`src/rtl/bit_ram_sequencer.sv`:
```
// bit_ram_sequencer: single-command read-modify-write initiator for the 3-port bit RAM.
// Reads two operand cells, applies a bit-logic op, writes the result and returns it.
module bit_ram_sequencer #(
    parameter int unsigned AWIDTH = 8
) (
    input  logic              clk,
    input  logic              rst_n,
    input  logic              cmd_valid,
    output logic              cmd_ready,
    input  logic [3:0]        cmd_op,
    input  logic [AWIDTH-1:0] cmd_addr_a,
    input  logic [AWIDTH-1:0] cmd_addr_b,
    input  logic [AWIDTH-1:0] cmd_addr_d,
    output logic              rsp_valid,
    input  logic              rsp_ready,
    output logic              rsp_bit,
    output logic              rsp_err,
    output logic [AWIDTH-1:0] mem_a_addr,
    input  logic              mem_a_bit,
    output logic [AWIDTH-1:0] mem_b_addr,
    input  logic              mem_b_bit,
    output logic [AWIDTH-1:0] mem_c_addr,
    output logic              mem_c_data,
    output logic              mem_c_we
);

    localparam int unsigned OPW = 4;

    localparam logic [1:0] S_IDLE  = 2'd0;
    localparam logic [1:0] S_READ  = 2'd1;
    localparam logic [1:0] S_WRITE = 2'd2;
    localparam logic [1:0] S_RESP  = 2'd3;

    logic [1:0]        state_q,      state_d;
    logic [OPW-1:0]    op_q,         op_d;
    logic [AWIDTH-1:0] addr_d_q,     addr_d_d;
    logic [AWIDTH-1:0] mem_a_addr_q, mem_a_addr_d;
    logic [AWIDTH-1:0] mem_b_addr_q, mem_b_addr_d;
    logic [AWIDTH-1:0] mem_c_addr_q, mem_c_addr_d;
    logic              mem_c_data_q, mem_c_data_d;
    logic              mem_c_we_q,   mem_c_we_d;
    logic              cmd_ready_q,  cmd_ready_d;
    logic              rsp_valid_q,  rsp_valid_d;
    logic              rsp_bit_q,    rsp_bit_d;
    logic              rsp_err_q,    rsp_err_d;

    logic res_c;
    logic legal_c;
    logic writes_c;

    // Decode the latched opcode against the live RAM read data
    always_comb begin
        res_c    = 1'b0;
        legal_c  = 1'b1;
        writes_c = 1'b1;
        case (op_q)
            4'd0:    begin res_c = mem_a_bit; writes_c = 1'b0; end
            4'd1:    res_c = mem_a_bit;
            4'd2:    res_c = ~mem_a_bit;
            4'd3:    res_c = mem_a_bit & mem_b_bit;
            4'd4:    res_c = mem_a_bit | mem_b_bit;
            4'd5:    res_c = mem_a_bit ^ mem_b_bit;
            4'd6:    res_c = ~(mem_a_bit & mem_b_bit);
            4'd7:    res_c = ~(mem_a_bit | mem_b_bit);
            4'd8:    res_c = ~(mem_a_bit ^ mem_b_bit);
            4'd9:    res_c = 1'b1;
            4'd10:   res_c = 1'b0;
            default: begin legal_c = 1'b0; writes_c = 1'b0; end
        endcase
    end

    // Next-state and registered-output logic
    always_comb begin
        state_d      = state_q;
        op_d         = op_q;
        addr_d_d     = addr_d_q;
        mem_a_addr_d = mem_a_addr_q;
        mem_b_addr_d = mem_b_addr_q;
        mem_c_addr_d = mem_c_addr_q;
        mem_c_data_d = mem_c_data_q;
        mem_c_we_d   = 1'b0;
        cmd_ready_d  = cmd_ready_q;
        rsp_valid_d  = rsp_valid_q;
        rsp_bit_d    = rsp_bit_q;
        rsp_err_d    = rsp_err_q;

        case (state_q)
            S_IDLE: begin
                if (cmd_valid) begin
                    op_d         = cmd_op;
                    addr_d_d     = cmd_addr_d;
                    mem_a_addr_d = cmd_addr_a;
                    mem_b_addr_d = cmd_addr_b;
                    rsp_bit_d    = 1'b0;
                    rsp_err_d    = 1'b0;
                    cmd_ready_d  = 1'b0;
                    state_d      = S_READ;
                end
            end
            S_READ: begin
                rsp_bit_d = res_c;
                rsp_err_d = ~legal_c;
                if (writes_c) begin
                    mem_c_addr_d = addr_d_q;
                    mem_c_data_d = res_c;
                    mem_c_we_d   = 1'b1;
                    state_d      = S_WRITE;
                end else begin
                    rsp_valid_d  = 1'b1;
                    state_d      = S_RESP;
                end
            end
            S_WRITE: begin
                rsp_valid_d = 1'b1;
                state_d     = S_RESP;
            end
            S_RESP: begin
                if (rsp_ready) begin
                    rsp_valid_d = 1'b0;
                    cmd_ready_d = 1'b1;
                    state_d     = S_IDLE;
                end
            end
            default: begin
                cmd_ready_d = 1'b1;
                rsp_valid_d = 1'b0;
                state_d     = S_IDLE;
            end
        endcase
    end

    // State and output registers; reset returns to IDLE with cmd_ready high
    always_ff @(posedge clk or negedge rst_n) begin
        if (!rst_n) begin
            state_q      <= S_IDLE;
            op_q         <= '0;
            addr_d_q     <= '0;
            mem_a_addr_q <= '0;
            mem_b_addr_q <= '0;
            mem_c_addr_q <= '0;
            mem_c_data_q <= 1'b0;
            mem_c_we_q   <= 1'b0;
            cmd_ready_q  <= 1'b1;
            rsp_valid_q  <= 1'b0;
            rsp_bit_q    <= 1'b0;
            rsp_err_q    <= 1'b0;
        end else begin
            state_q      <= state_d;
            op_q         <= op_d;
            addr_d_q     <= addr_d_d;
            mem_a_addr_q <= mem_a_addr_d;
            mem_b_addr_q <= mem_b_addr_d;
            mem_c_addr_q <= mem_c_addr_d;
            mem_c_data_q <= mem_c_data_d;
            mem_c_we_q   <= mem_c_we_d;
            cmd_ready_q  <= cmd_ready_d;
            rsp_valid_q  <= rsp_valid_d;
            rsp_bit_q    <= rsp_bit_d;
            rsp_err_q    <= rsp_err_d;
        end
    end

    assign cmd_ready  = cmd_ready_q;
    assign rsp_valid  = rsp_valid_q;
    assign rsp_bit    = rsp_bit_q;
    assign rsp_err    = rsp_err_q;
    assign mem_a_addr = mem_a_addr_q;
    assign mem_b_addr = mem_b_addr_q;
    assign mem_c_addr = mem_c_addr_q;
    assign mem_c_data = mem_c_data_q;
    assign mem_c_we   = mem_c_we_q;

endmodule
```
`config.mk`:
```
export PLATFORM = sky130hd
export DESIGN_NAME = bit_ram_sequencer
export DESIGN_NICKNAME = d
export VERILOG_FILES = /design/src/rtl/bit_ram_sequencer.sv
export SDC_FILE = /design/constraint.sdc
export NUM_CORES = 1
export LEC_CHECK = 0
export BUFFER_PORTS_ARGS = -buffer_cell sky130_fd_sc_hd__buf_2
export CORE_ASPECT_RATIO = 2
export CORE_UTILIZATION = 45
export DETAILED_ROUTE_END_ITERATION = 6
export PLACE_DENSITY_LB_ADDON = 0.1
export SLEW_MARGIN = 20
export SYNTH_ARGS = -nofsm -noshare
export SYNTH_HDL_FRONTEND = slang
export SYNTH_SLANG_ARGS = --single-unit
export TNS_END_PERCENT = 100
```
`constraint.sdc`:
```
create_clock -name clk -period 2.2 [get_ports clk]
set_clock_uncertainty 0.15 [all_clocks]
set_input_delay 0.44 -clock clk [delete_from_list [all_inputs] [get_ports clk]]
set_output_delay 0.44 -clock clk [all_outputs]
set_load 0.005 [all_outputs]
```
Yosys cells after proc, flatten, opt, wreduce, memory -nomap -nowiden
Index checks and enable logic that the tools add are counted.
{"block": "word_totals", "register_bits": 44, "out_inout_bits": 30}
{"block": "op_classes", "mux": 17, "n_reduce_logical": 14, "n_eq_ne": 16, "bitwise_logic": 8}
{"cell": "equality test 4 x 3 -> 1 bit, second input constant", "n": 4}
{"cell": "equality test 4 bit, second input constant", "n": 3}
{"cell": "OR reduction 11 bit", "n": 1}
{"cell": "OR reduction 10 bit", "n": 1}
{"cell": "two-way mux 1 bit", "n": 9}
{"cell": "one-hot mux 1 bit (9 select lines)", "n": 1}
{"cell": "equality test 4 x 2 -> 1 bit, second input constant", "n": 2}
{"cell": "one-hot mux 2 bit (4 select lines)", "n": 1}
{"cell": "AND reduction 2 bit", "n": 4}
{"cell": "!= test 2 bit, second input constant", "n": 3}
{"cell": "one-hot mux 1 bit (2 select lines)", "n": 3}
{"cell": "AND reduction 3 bit", "n": 2}
{"cell": "inverter 1 bit", "n": 5}
{"cell": "equality test 2 bit, second input constant", "n": 2}
{"cell": "equality test 4 x 1 -> 1 bit, second input constant", "n": 1}
{"cell": "logical NOT 4 bit", "n": 1}
{"cell": "two-way mux 2 bit", "n": 2}
{"cell": "nonzero test 2 bit", "n": 2}
{"cell": "one-hot mux 1 bit (3 select lines)", "n": 1}
{"cell": "nonzero test 3 bit", "n": 1}
{"cell": "equality test 2 x 1 -> 1 bit, second input constant", "n": 1}
{"cell": "logical NOT 2 bit", "n": 1}
{"cell": "OR reduction 2 bit", "n": 1}
{"cell": "bitwise AND 1 bit", "n": 1}
{"cell": "other kinds (2)", "n": 2}

Depth between registers and ports, before layout
Gate-level depths: netlist of the first run.
{"block": "depth", "ltp_word": 5, "depth_mapped": 7, "ltp_nobuf": 6}

Worst setup path before layout of the first run
OpenSTA, ideal clock, no wires.
{"block": "synth_timing", "path_kind": "register to register", "startpoint": "reg op_q[0]", "endpoint": "reg mem_c_addr_q[2] (netlist: mem_c_addr[2])", "setup_slack_ps": 441, "t_arrival_ps": 1484, "stages_incl_launch_ff": 6, "setup_ps": 125, "period_less_slack_ps": 1759, "n_path_buf": 2, "t_required_ps": 1925, "path_cell_list": "dfrtp_1 buf_6 a21o_1 a211oi_4 buf_8 mux2_4"}
{"block": "synth_via", "elab_chain_cells": 4}
{"element": "start, declared", "line_no": "35", "text": "logic [OPW-1:0] op_q, op_d;"}
{"element": "start signal, assigned", "line_no": "149", "text": "op_q <= op_d;"}
{"element": "equality test 4 bit (tied with other cells)", "line_no": "56", "text": "case (op_q)"}
{"element": "OR reduction 10 bit (no source line) *"}
{"element": "two-way mux 1 bit *", "line_no": "56"}
{"element": "AND reduction 2 bit (no source line) *"}
{"element": "end signal, assigned", "line_no": "153", "text": "mem_c_addr_q <= mem_c_addr_d;"}
{"element": "end, declared", "line_no": "39", "text": "logic [AWIDTH-1:0] mem_c_addr_q, mem_c_addr_d;"}
Every way passes the cells marked *; elsewhere a longest branch is shown, timed or not.
A chain may end at the register's enable or synchronous reset.

Worst setup path after layout of the first run
{"block": "layout_timing", "startpoint": "reg op_q[0]", "endpoint": "reg mem_c_addr_q[1] (netlist: mem_c_addr[1])"}
The elaborated chain is that of the path after synthesis.

==> results of run 1 <==
[how the worst min path moves through the flow]
stage / from / endpoint / depth (start not counted)
after detailed placement: mem_a_addr[6]$_DFFE_PN0P_ / mem_a_addr[6]$_DFFE_PN0P_ / 1
after CTS: rst_n / mem_c_addr[7]$_DFFE_PN0P_ / 2
after floorplan: rst_n / addr_d_q[0]$_DFFE_PN0P_ / 0
final: rst_n / mem_c_we$_DFF_PN0_ / 2
after global placement: mem_a_addr[5]$_DFFE_PN0P_ / mem_a_addr[5]$_DFFE_PN0P_ / 1
after global routing: rst_n / mem_c_addr[1]$_DFFE_PN0P_ / 2
[cells in the mapped netlist, types with 2 or more instances]
library cell	count
mux2_4	5
a21oi_1	7
o21ai_0	3
nand2_1	9
mux2_2	31
inv_1	7
nand2b_1	2
nor2_1	2
clkbuf_1	2
nor4_1	2
nand3_1	2
or2_2	2
dfrtp_1	43
ha_1	5
[state kept, by name (all words and copies together) (netlist names), 2 cells and up]
name and count:
addr_d_q 8, mem_a_addr 8, mem_b_addr 8, mem_c_addr 8, op_q 4, state_q 2
[cell type report]
cell class                      instances  area share [%]
Clock buffer                            7            3.19
Clock inverter                          1           0.209
Inverter                                7            1.10
Multi-Input combinational cell         84            32.0
Sequential cell                        44            46.1
Tap cell                               52            2.72
Timing Repair Buffer                   66            14.7
[kinds of logic (layout without fill, tap and decap cells)]
logic type | Yosys count | after routing
AOI/OAI and AO/OA | 18 | 18
adders and majority gates | 5 | 5
buffers and inverters | 13 | 81
DFF | 44 | 44
muxes | 37 | 37
and+or+nand+nor | 24 | 24
[worst max-delay path: stages (launching register included)]
cell	delay (ns)
dfrtp_1	0.49
a21o_1	0.27
a211oi_4	0.23
buf_4	0.25
mux2_2	0.35
[cell usage in the layout (no fill, tap or decap), types with 3 or more instances in the layout]
cell,netlist,final
inv_1,7,7
mux2_4,5,5
buf_2,1,63
mux2_2,31,31
nand2_1,9,9
a21oi_1,7,7
o21ai_0,3,3
clkbuf_8,0,5
ha_1,5,5
dfrtp_1,43,43
[layer usage]
layer / vias up / GRT usage [%] / share of wire [%]
met2: 38 / 32.5 / 57
met5: - / 0 / 0
li1: 624 / - / -
met3: 5 / 3.38 / 4.0
met4: 0 / 8.82 / 1.7
met1: 640 / 17.4 / 38
[power by group]
| part | internal [mW] | switching (mW) |
|---|---|---|
| registers | 1.23 | 0.277 |
| clock network | 0.223 | 0.249 |
| logic | 0.831 | 0.574 |
==> results.cfg, run 1 <==
[logic_synthesis]
postSynth.asyncResetShare_pct = 100
synth-xor-area-share_pct = 0
synthAdderAreaFrac_pct = 3.23
yosysTopAreaCell = dfrtp_1
yosys_most_used_dff = dfrtp_1
synth.mux.area_fraction_pct = 22.4
yosys_warnings = 0
synthTopCellsByArea = dfrtp_1 55%, mux2_2 18%, mux2_4 3.9%
syn_inst = 141
synth_edf_count = 0
yosysSeqAreaShare_pct = 56.8
synth_simple_gate_area_share_pct = 7.35
avgSynthCellArea_sq_um = 13.8
synth_cell_types = 33
synth-compound-area-share_pct = 6.45
netlist_area_sq_mm = 0.00194
synth_nets = 180
synth_top_family_by_area = multiplexers
synth.top_cell.area_share_pct = 55.5
ys_ff_latch = 44

[cts]
cts_buffers = 5
cts_resized = 0
root_buffer = clkbuf_8
cts.clk_slew.worst_paths_ns = 0.08
cts_tree = yes
numClockSinks = 44
clockBufferDepth = 2
insertion_delay_ns = 0.28
cts_setup_buffers = 0
htreeDepth = 2
cts_hold_buf = 0

[route]
wire_per_inst_um = 13.8
vias_per_cell = 5.01
drcViolationCount = 0
drtIter0Drc = 8
wl_um = 3590
vias = 1307
firstDrtPassIters = 4
ant_nets = 0

[worst_setup_path]
cp-end-kind = register
cp.arrival_ns = 1.88
rrSetupSlack_ns = 0.34
startpoint_type = register
critPathRequiredTime_ns = 2.22
r2r_start = op_q[0]$_DFFE_PN0P_
worstSetupPathType = reg -> reg
reg2reg_depth = 4
rr_endpoint = mem_c_addr[1]$_DFFE_PN0P_
cp-endpoint = mem_c_addr[1]$_DFFE_PN0P_
path_max_fanout = 13
cp-startpoint = op_q[0]$_DFFE_PN0P_

[finish]
antenna_cells = 0
fill_cells = 360
area_growth_pct = 23.2
final-seq-area_sq_mm = 0.00110
multi_input_area_sq_um = 764
fin_util_pct = 57.9
final_nets = 247
final-instance-count-excl-fill = 261
stdcell_area_sq_mm = 0.00239
layout-drive-gt1-share_pct = 56.0

[sta]
tightest_slew_ns = 0.555
final_hold_viol_count = 0
hold_ws_ns = 0.0744
slew-limit-headroom_pct = 63.0
setup_ws_ns = 0.345
fin_crit_ns = 1.86
setup_viol = 0
max_freq_ghz = 0.539
finalCritPeriodShare_pct = 84.3
rsz0062_at_grt = false
setup-tns-final_ns = 0
slew_violations = 0

[grt]
grt_antenna_before_repair = 0
grt_pass1_wl_um = 5900
grt.overflow.total = 0
first_global_vias = 1354
grt_usage_pct = 17.1
grt_max_degree = 45

[power_and_ir_drop]
power_density_mw_per_mm2 = 1410
power_mw = 3.38
p_leak_nw = 1.17
ir_worst_vdd_mv = 0.824

[placed_design]
dp.cells = 253
io_buffers = 63
dp.final_hpwl_um = 2630
pre_cts_ws_ns = 0.249
gp_routability_congestion = 0.797
placedInstanceArea_sq_mm = 0.00231

[floorplanning]
core_area_sq_mm = 0.00413
ios = 64
die_x_um = 48.4
die_h_um = 94.8
initial_core_util_pct = 47.0
die_area_sq_mm = 0.00459
rows = 33

[run_status]
status = completed

[flow_run]
drv_cap = 0

[worst_hold_path]
hp-class = in -> async
(Power assumes the default switching activity.)
==> inputs of run 2 (changes only) <==
--- a/config.mk
+++ b/config.mk
@@ -5,6 +5,7 @@
 export SDC_FILE = /design/constraint.sdc
 export NUM_CORES = 1
 export LEC_CHECK = 0
+export ABC_AREA = 1
 export BUFFER_PORTS_ARGS = -buffer_cell sky130_fd_sc_hd__buf_2
 export CORE_ASPECT_RATIO = 2
 export CORE_UTILIZATION = 45
==> constraint.sdc (replaced) <==
create_clock -name clk -period 1.8 [get_ports clk]
set_clock_uncertainty 0.15 [all_clocks]
set_input_delay 0.36 -clock clk [delete_from_list [all_inputs] [get_ports clk]]
set_output_delay 0.36 -clock clk [all_outputs]
set_load 0.005 [all_outputs]
==> run 2 against run 1 <==
Non-clock buffer count is 2 higher; highest routed layer unchanged; via count grew 27%; sequential cell count unchanged; critical path type unchanged; core utilization increased by 1.9 points.
==> results.cfg, run 2 <==
[sta]
setup-tns-final_ns = 0
final_hold_viol_count = 0
max_freq_ghz = 0.628
setup_viol = 0
setup_ws_ns = 0.208
tightest_slew_ns = 0.264
fin_crit_ns = 1.59
rsz0062_at_grt = false
hold_ws_ns = 0.103
slew_violations = 0
slew-limit-headroom_pct = 82.2
finalCritPeriodShare_pct = 88.4

[floorplanning]
core_area_sq_mm = 0.00409
die_area_sq_mm = 0.00452
initial_core_util_pct = 46.7
rows = 33
die_x_um = 48.1
die_h_um = 94.1
ios = 64

[grt]
grt.overflow.total = 0
grt_pass1_wl_um = 6470
grt_usage_pct = 20.4
first_global_vias = 1496
grt_max_degree = 26
grt_antenna_before_repair = 0

[logic_synthesis]
synthTopCellsByArea = dfrtp_1 56%, nand2_1 24%, inv_1 3.3%
yosysMostFrequentCell = nand2_1
yosys_warnings = 0
ys_top_cells_by_count = 122 x nand2_1, 43 x dfrtp_1, 17 x inv_1
yosysTopAreaCell = dfrtp_1
ys_ff_latch = 44
synth_edf_count = 0
yosysSeqAreaShare_pct = 57.7
avgSynthCellArea_sq_um = 8.23
synth_nets = 271
yosys_most_used_dff = dfrtp_1
netlist_area_sq_mm = 0.00191
synth.top_cell.area_share_pct = 56.4
syn_inst = 232
postSynth.asyncResetShare_pct = 100
synth_cell_types = 17

[route]
drcViolationCount = 0
ant_nets = 0
wire_per_inst_um = 11.1
drt-met1-wl_um = 1550
firstDrtPassIters = 4
vias = 1661
wl_um = 3930
highest_layer = met4
wl_met3_um = 172
vias_per_cell = 4.69
dr_wl_met2_um = 2110
drtIter0Drc = 13

[worst_hold_path]
min_from = cmd_addr_d[2]
hold_end = addr_d_q[2]$_DFFE_PN0P_
hp-class = in -> reg
hold_depth = 3

[worst_setup_path]
cp_cell_sequence = inv_1 -> ha_1 -> nand2_2 -> inv_1 -> buf_12 -> nand2_1 -> o21ai_0
critPathRequiredTime_ns = 1.87
path_max_fanout = 25
cp-end-kind = register
rr_endpoint = addr_d_q[7]$_DFFE_PN0P_
cp_slowest_cell = dfrtp_1
slowest_delay_ns = 0.42
rrSetupSlack_ns = 0.21
r2r_start = state_q[0]$_DFFE_PN0P_
startpoint_type = register
worstSetupPathType = reg -> reg
cp.arrival_ns = 1.66
reg2reg_depth = 7
cpMostUsedCell = inv_1

[cts]
cts_setup_buffers = 0
clockBufferDepth = 2
root_buffer = clkbuf_8
insertion_delay_ns = 0.29
cts_buffers = 5
cts_resized = 0
numClockSinks = 44
cts.clk_slew.worst_paths_ns = 0.08
htreeDepth = 2
cts_tree = yes

[finish]
stdcell_area_sq_mm = 0.00244
final_common_cell = nand2_1
antenna_cells = 0
final_nets = 340
area_growth_pct = 27.9
fin_util_pct = 59.7
fill_cells = 407
final-instance-count-excl-fill = 354
layout-drive-gt1-share_pct = 27.8
final_cell_mix = 122 x nand2_1, 63 x buf_2, 43 x dfrtp_1

[power_and_ir_drop]
power_mw = 4.05
ir_worst_vdd_mv = 1.04
power_density_mw_per_mm2 = 1660
p_leak_nw = 1.45

[flow_run]
drv_cap = 0

[run_status]
status = completed

[placed_design]
gp_routability_congestion = 0.808
placedInstanceArea_sq_mm = 0.00231
io_buffers = 63
dp.cells = 345
dp.final_hpwl_um = 2970
pre_cts_ws_ns = 0.113
-- run 2: how the worst max path moves through the flow --
stage,startpoint,end,cells after the start
global placement,mem_a_bit,rsp_bit$_DFFE_PN0P_,11
finish,state_q[0]$_DFFE_PN0P_,addr_d_q[7]$_DFFE_PN0P_,7
floorplan,state_q[0]$_DFFE_PN0P_,addr_d_q[2]$_DFFE_PN0P_,6
global route,state_q[1]$_DFFE_PN0P_,mem_c_addr[5]$_DFFE_PN0P_,6
detailed placement,mem_a_bit,mem_c_data$_DFFE_PN0P_,11
CTS,state_q[1]$_DFFE_PN0P_,mem_c_addr[0]$_DFFE_PN0P_,6
-- run 2: critical path: cells and delay by family (launching register included) --
family	cells	cell delay, ns
and+or+nand+nor	2	0.16
AOI/OAI and AO/OA	1	0.07
adders and majority gates	1	0.21
DFF	1	0.42
buffers and inverters	3	0.50
-- run 2: cell families after synthesis --
| logic type | count (synthesis) | share of synthesized area (%) |
|---|---|---|
| simple gates | 146 | 30.1 |
| flops | 44 | 57.7 |
| buf+inv | 24 | 5.31 |
| compound gates | 13 | 3.60 |
| fa+ha+maj | 5 | 3.28 |
-- run 2: area by class of cell --
cell class,count,area (sq um),share of cell area [%]
sequential,44,1100,45.1
multi-input combinational,164,706,28.9
timing repair buffer,68,380,15.6
clock buffer,6,82.6,3.38
inverter,18,67.6,2.77
tap,52,65.1,2.66
clock inverter,2,38.8,1.59
-- run 2: what timing repair did --
item                                   CTS  global route
hold buffers                             1             0
endpoints found under the hold margin    7             0
setup endpoints to repair                0             0
-- run 2: report_power, final --
part | internal, mW | total [mW] | switching (mW)
registers | 1.45 | 1.71 | 0.256
clock network | 0.454 | 0.791 | 0.338
logic | 0.648 | 1.55 | 0.903
-- run 2: per-layer routing --
layer	track usage (%)	vias to the layer above
met3	4.42	9
met5	0	-
li1	-	841
met2	34.0	44
met1	23.3	767
met4	9.72	0
==> inputs of run 3 (changes only) <==
==> constraint.sdc (replaced) <==
create_clock -name clk -period 1.4 [get_ports clk]
set_clock_uncertainty 0.15 [all_clocks]
set_input_delay 0 -clock clk [delete_from_list [all_inputs] [get_ports clk]]
set_output_delay 0 -clock clk [all_outputs]
set_load 0.005 [all_outputs]
==> run 3 against run 2 <==
The run now ends with setup timing left; final area rose by 28%; clock power rose by 26%; core utilization rose by 17 points; critical path depth did not move; maximum frequency rose by 9.1%.
==> results.cfg, run 3 (synthesized netlist as in run 2, its figures left out) <==
[sta]
tightest_slew_ns = 0.433
final_hold_viol_count = 0
slew-limit-headroom_pct = 71.1
rsz0062_at_grt = true
setup_viol = 14
fin_crit_ns = 1.46
setup_ws_ns = -0.0588
max_freq_ghz = 0.685
finalCritPeriodShare_pct = 104
slew_violations = 0

[finish]
fill_cells = 299
final_nets = 386
layout-drive-gt1-share_pct = 41.7
area_growth_pct = 64.1
final_cell_mix = 94 x nand2_1, 63 x buf_2, 41 x dfrtp_1
antenna_cells = 0
fin_util_pct = 76.6
final_common_cell = nand2_1

[worst_setup_path]
cp_slowest_cell = dfrtp_2
rrSetupSlack_ns = -0.06
r2r_start = state_q[0]$_DFFE_PN0P_
worstSetupPathType = reg -> reg
cp.arrival_ns = 1.50
startpoint_type = register
slowest_delay_ns = 0.46
critPathRequiredTime_ns = 1.44
cpMostUsedCell = inv_2
path_max_fanout = 4
rr_endpoint = state_q[0]$_DFFE_PN0P_
cp_cell_sequence = inv_2 -> ha_4 -> inv_2 -> o21ai_2 -> inv_2 -> nand2_1 -> o21ai_1
cp-end-kind = register
reg2reg_depth = 7

[power_and_ir_drop]
power_density_mw_per_mm2 = 2000
power_mw = 6.28
p_leak_nw = 1.74
ir_worst_vdd_mv = 1.36

[route]
ant_nets = 0
vias_per_cell = 4.70
wire_per_inst_um = 12.6
wl_um = 5050
drcViolationCount = 0
firstDrtPassIters = 4
drtIter0Drc = 16
vias = 1881

[grt]
grt_pass1_wl_um = 6910
grt_usage_pct = 21.3
grt.overflow.total = 0
grt_antenna_before_repair = 0
first_global_vias = 1709
grt_max_degree = 26

[cts]
htreeDepth = 2
cts.clk_slew.worst_paths_ns = 0.09
insertion_delay_ns = 0.30
clockBufferDepth = 2
cts_tree = yes
root_buffer = clkbuf_8
cts_buffers = 5
numClockSinks = 44

[flow_run]
drv_cap = 0

[floorplanning]
die_h_um = 94.1
core_area_sq_mm = 0.00409
die_x_um = 48.1
rows = 33
ios = 64
die_area_sq_mm = 0.00452
initial_core_util_pct = 46.7

[run_status]
violations = setup timing
status = complete, but fails checks

[placed_design]
io_buffers = 63
dp.final_hpwl_um = 2990
gp_routability_congestion = 0.793

[worst_hold_path]
hp-class = in -> async
-- run 3: cell count changes in the layout (fill, tap and decap cells not counted), sizes merged --
cell,previous run,this run
clkbuf,6,8
dlygate4sd3,1,31
buf,67,80
clkinvlp,0,1
-- run 3: repair_timing --
action	in CTS	in global routing
gates cloned	0	4
setup buffers	0	2
setup endpoints to repair	43	42
resized for setup	11	66
hold buffers	31	0
pin swaps	0	3
endpoints found under the hold margin	76	0
-- run 3: where the power goes --
part / switching (mW) / internal, mW
Sequential: 0.363 / 1.87
Combinational: 1.59 / 1.46
Clock: 0.463 / 0.538
Total: 2.41 / 3.87
-- run 3: final cells by class --
type	count	area (sq um)	area share (%)
inverter	18	82.6	2.64
sequential	44	1100	35.3
clock inverter	3	46.3	1.48
multi-input combinational	164	881	28.1
clock buffer	5	68.8	2.20
tap	52	65.1	2.08
timing repair buffer	114	885	28.2
-- run 3: layer usage --
metal	up-vias	GRT usage, %	wire (um)
li1	938	-	-
met1	888	24.0	1920
met2	46	36.5	2920
met3	9	3.46	117
met4	0	9.95	93
met5	-	0	0
-- run 3: how the worst max path moves through the flow --
stage	start	end	slack, ns	cells after the start
2_1_floorplan	state_q[0]$_DFFE_PN0P_	addr_d_q[2]$_DFFE_PN0P_	0.01	6
3_3_place_gp	state_q[0]$_DFFE_PN0P_	state_q[0]$_DFFE_PN0P_	-0.10	7
3_5_place_dp	state_q[0]$_DFFE_PN0P_	state_q[0]$_DFFE_PN0P_	-0.12	7
4_1_cts	state_q[1]$_DFFE_PN0P_	mem_c_addr[3]$_DFFE_PN0P_	-0.01	6
5_1_grt	state_q[0]$_DFFE_PN0P_	mem_a_addr[4]$_DFFE_PN0P_	-0.1	7
6_report	state_q[0]$_DFFE_PN0P_	state_q[0]$_DFFE_PN0P_	-0.06	7
-- run 3: worst max-delay path, delay by kind of cell (launching register included) --
family / cells / cell delay (ns)
AO/OA/AOI/OAI: 2 / 0.24
adder cells (fa/ha/maj): 1 / 0.20
buffers and inverters: 3 / 0.25
flip-flops: 1 / 0.46
AND/OR/NAND/NOR: 1 / 0.07
-- run 3: through the flow --
step / setup WS [ns] / cells / hold slack (ns) / TNS (ns) / instance area (sq um)
floorplan: 0.0110 / 232 / -0.446 / 0 / 1910
global placement: -0.100 / 355 / -0.190 / -1.53 / 2390
detailed placement: -0.116 / 355 / -0.197 / -2.56 / 2390
CTS: -0.0116 / 394 / 0.0242 / -0.0209 / 2840
global route: -0.0996 / 400 / 0.0355 / -1.66 / 3130
finish: -0.0588 / 400 / 0.0107 / -0.261 / 3130
